==> config.mk <==
export PLATFORM = sky130hd
export DESIGN_NAME = fnd_display_scheduler
export DESIGN_NICKNAME = d
export VERILOG_FILES = /design/src/rtl/fnd_display_scheduler.sv
export SDC_FILE = /design/constraint.sdc
export NUM_CORES = 1
export LEC_CHECK = 0
export ABC_AREA = 1
export CAP_MARGIN = 30
export CORE_MARGIN = 3
export CORE_UTILIZATION = 40
export CTS_CLUSTER_SIZE = 14
export DETAILED_ROUTE_END_ITERATION = 16
export HOLD_SLACK_MARGIN = 0.06
export SKIP_CTS_REPAIR_TIMING = 1
export SYNTH_ARGS = -nofsm -noshare
export SYNTH_HDL_FRONTEND = slang
export SYNTH_SLANG_ARGS = --single-unit
==> constraint.sdc <==
create_clock -name clk -period 2.1 [get_ports clk]
set_input_delay 0.315 -clock clk [delete_from_list [all_inputs] [get_ports clk]]
set_output_delay 0.315 -clock clk [all_outputs]
set_load 0.05 [all_outputs]
==> src/rtl/fnd_display_scheduler.sv <==
// Produces the packed-BCD word for the 8-digit FND: periodic speed sampling with a
// bit-serial double-dabble converter, pre-empted by a level-sensitive override source.
module fnd_display_scheduler #(
   parameter int unsigned CLK_FREQ  = 1_000,
   parameter int unsigned UPDATE_HZ = 10
) (
   input  logic        clk,
   input  logic        rst_n,
   input  logic [26:0] speed_bin,
   input  logic        ovr_req,
   input  logic [31:0] ovr_value,
   output logic [31:0] value,
   output logic        value_upd,
   output logic        busy,
   output logic        src_ovr,
   output logic        sat
);

   localparam int unsigned UpdateCnt =
      (UPDATE_HZ == 0) ? 1 : (CLK_FREQ + UPDATE_HZ - 1) / UPDATE_HZ;
   localparam int unsigned TickW = (UpdateCnt > 1) ? $clog2(UpdateCnt) : 1;
   localparam logic [26:0] SpeedMax = 27'd99_999_999;

   typedef enum logic [1:0] {StIdle, StShift, StDone} state_e;

   state_e            state_q, state_d;
   logic [TickW-1:0]  tick_cnt_q, tick_cnt_d;
   logic [26:0]       bin_sh_q, bin_sh_d;
   logic [31:0]       bcd_q, bcd_d, bcd_adj;
   logic [4:0]        bitcnt_q, bitcnt_d;
   logic              sat_nx_q, sat_nx_d;
   logic [31:0]       value_q, value_d;
   logic              value_upd_q, value_upd_d;
   logic              src_ovr_q, src_ovr_d;
   logic              sat_q, sat_d;
   logic              tick;
   logic              over_max;

   assign tick       = (tick_cnt_q == TickW'(UpdateCnt - 1));
   assign tick_cnt_d = tick ? '0 : tick_cnt_q + 1'b1;
   assign over_max   = (speed_bin > SpeedMax);

   always_comb begin
      bcd_adj = '0;
      for (int i = 0; i < 8; i++) begin
         bcd_adj[i*4 +: 4] = (bcd_q[i*4 +: 4] >= 4'd5) ? bcd_q[i*4 +: 4] + 4'd3
                                                       : bcd_q[i*4 +: 4];
      end
   end

   always_comb begin
      state_d     = state_q;
      bin_sh_d    = bin_sh_q;
      bcd_d       = bcd_q;
      bitcnt_d    = bitcnt_q;
      sat_nx_d    = sat_nx_q;
      value_d     = value_q;
      value_upd_d = 1'b0;
      src_ovr_d   = src_ovr_q;
      sat_d       = sat_q;
      if (ovr_req) begin
         // Override aborts any conversion; only a changed word (or source switch) re-strobes.
         state_d = StIdle;
         if ((value_q != ovr_value) || !src_ovr_q) begin
            value_d     = ovr_value;
            src_ovr_d   = 1'b1;
            sat_d       = 1'b0;
            value_upd_d = 1'b1;
         end
      end else begin
         unique case (state_q)
            StIdle: begin
               if (tick) begin
                  state_d  = StShift;
                  sat_nx_d = over_max;
                  bin_sh_d = over_max ? SpeedMax : speed_bin;
                  bcd_d    = '0;
                  bitcnt_d = 5'd27;
               end
            end
            StShift: begin
               {bcd_d, bin_sh_d} = {bcd_adj[30:0], bin_sh_q, 1'b0};
               bitcnt_d          = bitcnt_q - 5'd1;
               if (bitcnt_q == 5'd1) state_d = StDone;
            end
            StDone: begin
               state_d     = StIdle;
               value_d     = bcd_q;
               sat_d       = sat_nx_q;
               src_ovr_d   = 1'b0;
               value_upd_d = 1'b1;
            end
            default: state_d = StIdle;
         endcase
      end
   end

   always_ff @(posedge clk or negedge rst_n) begin
      if (!rst_n) begin
         state_q     <= StIdle;
         tick_cnt_q  <= '0;
         bin_sh_q    <= '0;
         bcd_q       <= '0;
         bitcnt_q    <= '0;
         sat_nx_q    <= 1'b0;
         value_q     <= '0;
         value_upd_q <= 1'b0;
         src_ovr_q   <= 1'b0;
         sat_q       <= 1'b0;
      end else begin
         state_q     <= state_d;
         tick_cnt_q  <= tick_cnt_d;
         bin_sh_q    <= bin_sh_d;
         bcd_q       <= bcd_d;
         bitcnt_q    <= bitcnt_d;
         sat_nx_q    <= sat_nx_d;
         value_q     <= value_d;
         value_upd_q <= value_upd_d;
         src_ovr_q   <= src_ovr_d;
         sat_q       <= sat_d;
      end
   end

   assign value     = value_q;
   assign value_upd = value_upd_q;
   assign busy      = (state_q != StIdle);
   assign src_ovr   = src_ovr_q;
   assign sat       = sat_q;

endmodule

==> Word level (Yosys, flattened, before mapping) <==
Cells that the tools add are included.
{ "word_totals": {"regBits": 109, "latchBits": 0, "ram_bits": 0, "mem_bits_ro": 0, "inputBits": 62, "word_cells": 81, "mem_count": 0} }
{ "classes": {"addsub": 10, "mul": 0, "div_mod_pow": 0, "magnitude_cmp": 9, "eq_ne": 9, "n_shift": 0, "n_mux": 32, "bitwise": 1, "n_reduce_logical": 10} }
{ "op_table": {"columns": ["operator", "n"], "rows": [
  ["$mux 32", 4],
  ["$pmux 32 s2", 1],
  ["$mux 27", 2],
  ["$pmux 27 s2", 1],
  ["$ge 4x3->1 const B", 8],
  ["$ne 32x32->1", 1],
  ["$add 4x2->4 const B", 7],
  ["$mux 4", 7],
  ["$gt 27x27->1 const B", 1],
  ["$pmux 5 s2", 1],
  ["$mux 1", 9],
  ["$add 7x1->7 const B", 1],
  ["$eq 7x7->1 const B", 1],
  ["$mux 7", 1],
  ["$mux 2", 3],
  ["$ne 3x3->1 const B", 2],
  ["$reduce_and 3->1", 2],
  ["$reduce_bool 2->1", 3],
  ["$eq 5x1->1 const B", 1],
  ["$mux 5", 1],
  ["$sub 5x1->5 const B", 1],
  ["$pmux 2 s2", 1],
  ["$reduce_and 2->1", 2],
  ["$add 3x2->3 const B", 1],
  ["other kinds (9)", 9]
]} }

==> Longest topological paths before layout <==
Gate-level depths: netlist of the first run.
{ "depth": {"ltp_word": 4, "ltp_mapped": 14, "ltp_nobuf": 13} }

==> Worst setup path after synthesis of the first run <==
OpenSTA, ideal clock, no wires.
{ "synth_path": {"path_type": "register to register", "startpoint": "register value_q[0] (netlist: value[0])", "endpoint": "register value_q[8] (netlist: value[8])", "setup_time_ns": 0.119, "t_arrival_ns": 1.641, "required_ns": 1.981, "slack_ns": 0.341, "stages_incl_launch_ff": 13, "n_path_buf": 1, "period_less_slack_ns": 1.759, "cell_sequence": "dfrtp_1 -> inv_1 -> nand2_1 -> o21ai_0 -> nor2_1 -> nand3_1 -> nor2_1 -> nand3_1 -> nand2_4 -> nand2_4 -> buf_6 -> nand2_1 -> nand2_1"} }
{ "synth_between": {"elab_chain_cells": 4} }
{ "synth_rtl": {"columns": ["element", "line_no", "source"], "rows": [
  ["start: declaration", "32", "logic [31:0] value_q, value_d;"],
  ["start signal: assignment", "117", "value_q <= value_d;"],
  ["$ne 32x32->1", "64", "if ((value_q != ovr_value) || !src_ovr_q) begin"],
  ["$logic_or 1x1->1", "64", null],
  ["$ne 2x1->1 (no source line)", null, null],
  ["$reduce_and 2->1 (no source line)", null, null]
]} }
Every way passes these cells.
A chain may end at the register's enable or synchronous reset.

==> Worst setup path in the final report of the first run <==
{ "layout_path": {"startpoint": "register value_q[17] (netlist: value[17])", "endpoint": "output port value[17]"} }
{ "layout_lines": {"columns": ["element", "line_no", "source"], "rows": [
  ["end: declaration", "12", "output logic [31:0] value,"]
]} }
No word-level cell between the ends.

==> metrics.md, run 1 <==
| Metric | Value |
|---|---|
| Cell Count Post-Placement | 1163 |
| Crit-path max FO | 4 |
| Final Net Count | 1045 |
| DR WL met3 | around 710 um |
| RSZ-0062 raised after global routing | no |
| Sequential-to-total area share from yosys stat | 42.4% |
| Hold worst-path end | sat$_DFFE_PN0P_ |
| HP Class | in2reg |
| Worst R2R Setup Slack | about 0.30 ns |
| CTS Root Cell | clkbuf_16 |
| Initial core utilization | 41.6% |
| Final setup viols | 0 |
| Clock Pin Slew Worst Setup and Hold Paths | 0.07 ns |
| Fin. max-slew vios | 0 |
| Post-synthesis cell area | 6430 um^2 |
| Reg2reg end | value[9]$_DFFE_PN0P_ |
| CTS buffer count | 9 |
| Worst-case vdd ir drop | 0.412 mV |
| Worst reg2reg path startpoint | value[30]$_DFFE_PN0P_ |
| Most frequent cell after synthesis | nand2_1 |
| Number of cells on the critical path | 1 |
| CTS Sinks | approximately 110 |
| Max-cap violations | 0 |
| Synth cell types | 40 |
| Top Layer Used | met5 |
| Die area | 17600 um^2 |
| IO Port Bufs | 97 |
| Placed cell areas | 7660 um^2 |
| Core box area | 15500 um^2 |
| Compound-Gate Fraction of Synth Area | 10.5% |
| Core Rows | 45 |
| Synth area leaders | dfrtp_1 (42%), nand2_1 (16%), inv_1 (5.7%), nand3_1 (5.2%), o21ai_0 (4.5%) |
| Post-synth ARST share | 100% |
| Slowest cell on the critical path | clkdlybuf4s50_1 |
| Drt wl/cell | 13.4 um |
| Clk buf depth | 2 |
| Die Wd | 133 um |
| Crit path kind | reg2out |
| CTS tree | yes |
| CP peak stage delay | roughly 0.83 ns |
| Filler instances | roughly 1600 |
| Worst EP arrival | 1.60 ns |
| Tot Pwr | 5140 uW |
| LEAKAGE | 0.00397 uW |
| Drt total wl | 15800 um |
| Largest net degree at the start of global routing | 62 |
| Remaining DRCs | 0 |
| Final hold viol count | 0 |
| Status | finished clean |
| Synth Area in Simple Gates | between 20% and 30% |
| Non-filler cells, final | about 1200 |
| Slew @ Worst Pin | 0.607 ns |
| Worst-skew pair later-pin latency | 0.35 ns |
| R2R cell count | 10 |
| Global Route Usage Sum | 18.3% |
| Setup TNS | 0 ns |
| Top delay family on crit path | buffers and inverters |
| Yosys reg bits | approximately 110 |
| Max Clk Rate | around 520 MHz |
| XOR/XNOR share of the synthesized area | 3.54% |
| DRT iter0 DRCs | 346 |
| HPWL after DPL | around 11000 um |
| Fin crit share | about nine tenths |
| Cell count of the worst hold path | 4 |
| Final Instance Area | 7980 um^2 |
| Pre-antenna DRT Iters | 5 |
| Syn Area/Cell | 7.40 um^2 |
| Adder-cell share of the synthesized area | 3.69% |
| Clock Skews | 0.00752 ns |
| Met2 routed WL | roughly 6700 um |
| Most used DFF post-synth | dfrtp_1 |
| Vias in the first global route | between 5000 and 6000 |
| First-pass GRT wire length | 26900 um |
| Reg area | ~2700 um^2 |
| Ys Warns | 0 |
| Vias per cell | 4.85 |
| Antenna violations before repair | 1 |
| Minimum clock period | between 1.5 and 2 ns |
| Area delta synth->final | 24.0% |
| H-tree lvl count | 3 |
| Portion of netlist area occupied by mux cells | 0.700% |
| Cell count after synthesis | 869 |
| Crit. End Element | output port |
| Die height | 133 um |
| DRT antenna net count | 0 |
| Multi-input gate area | 3100 um^2 |
| Max-slew headroom | 59.5% |
| Number of synthesized flops with an enable pin | 0 |
| Grt total ovfl | 0 |
| Metal-1 WL | 8200 um |
| CP bufs+invs | 1 |
| GP Congestion | 0.831 |
| Cell taking the most area after synthesis | dfrtp_1 |
| Largest family of logic cells by synthesized area | simple AND/OR/NAND/NOR gates |
| Worst Path Required | approximately 1.8 ns |
| Layout cells sized above 1 | 6.91% |
| Synth top cells by count | nand2_1 (279), dfrtp_1 (109), inv_1 (98), nor2_1 (73), nand3_1 (67) |
| Share of the synthesized area in the top cell type | 42.4% |
| Pwr/cell area | about 640 nW/um^2 |
| Vias | approximately 5700 |
| Setup crit start kind | register |
| Hold_sp | ovr_req |
| # IOs | 98 |
| Mapped Nets | between 900 and 1000 |
| # diodes | 0 |
| Cell Chain, Critical Path | clkdlybuf4s50_1 |
worst register-to-register path, stage by stage (launching register included):
cell     delay (ns)
dfrtp_1        0.41
xnor2_1        0.18
nand2_1        0.08
nor2_1         0.11
nand2_1        0.08
nor2_1         0.13
nand3_1        0.14
nand2_4        0.11
nand2_4        0.24
nand2_1        0.16
nand2_1        0.06
flip-flops by register name (all words and copies together) (netlist names):
name,cells
sat,1
bin_sh_q,27
value_upd,1
bcd_q,32
src_ovr,1
state_q,2
bitcnt_q,5
value,32
tick_cnt_q,7
sat_nx_q,1
how the worst max path moves through the flow:
stage | start | slack (ns) | end
2_1_floorplan | value[0]$_DFFE_PN0P_ | 0.34 | value[8]$_DFFE_PN0P_
3_3_place_gp | ovr_value[30] | -0.05 | value[27]$_DFFE_PN0P_
3_5_place_dp | ovr_value[27] | -0.09 | value[9]$_DFFE_PN0P_
4_1_cts | value[16]$_DFFE_PN0P_ | 0.18 | value[16]
5_1_grt | ovr_value[27] | 0.03 | value[15]$_DFFE_PN0P_
6_report | value[17]$_DFFE_PN0P_ | 0.19 | value[17]
logic make-up after synthesis:
kind of cell,after synthesis
xor+xnor,26
simple gates,456
compound gates,115
fa+ha+maj,19
flops,109
buf+inv,140
mux,4
cells in the final DEF (no fill, tap or decap), drive strengths merged:
master	instances
or2	6
mux2	4
clkinvlp	1
a21oi	19
a22oi	1
nand3b	1
bufinv	1
xor2	19
clkinv	3
o32ai	1
nor4	1
o21bai	1
nand2	283
buf	22
o21ai	60
xnor2	7
dfrtp	109
ha	19
nand3	68
and2	2
nor3	9
nor2	77
and3	2
o41ai	3
clkdlybuf4s50	94
dlygate4sd3	1
o211ai	2
inv	105
nand4	7
o22ai	23
clkbuf	13
a32o	5
cell type report:
type	instances	area share, %
repair buffers	117	14.7
well taps	211	3.31
clock inverters	3	0.533
clock buffers	13	3.39
multi-input cells	620	38.8
inverters	107	5.03
flip-flops and latches	109	34.2
metrics by stage:
| stage | worst slack [ns] | hold slack [ns] | utilization [%] |
|---|---|---|---|
| final | 0.187 | 0.348 | 51.5 |
| after global routing | 0.0253 | 0.367 | 51.5 |
| after CTS | 0.177 | -0.0684 | 51.5 |
| after detailed placement | -0.0910 | 0.315 | 49.5 |
| after global placement | -0.0523 | 0.317 | 49.5 |
| after floorplan | 0.341 | 0.0194 | - |
routing by layer:
metal | global-route usage (%) | vias to the layer above
li1 | - | 2944
met1 | 27.8 | 2636
met2 | 26.9 | 131
met3 | 2.93 | 13
met4 | 5.43 | 2
met5 | 0 | -
where the power goes:
part	internal (uW)	total [uW]	switching [uW]	leakage (uW)
Clock	1020	1780	761	0.000152
Combinational	412	1040	626	0.00250
Sequential	2220	2320	101	0.00132
Total	3660	5140	1490	0.00397
Note: power is estimated with default switching activity, not from simulation.
==> inputs of run 2 (changes only) <==
- CAP_MARGIN: 30 -> 20
==> results of run 2 <==
The final DEF is identical to that of run 1; final timing and power are the same.
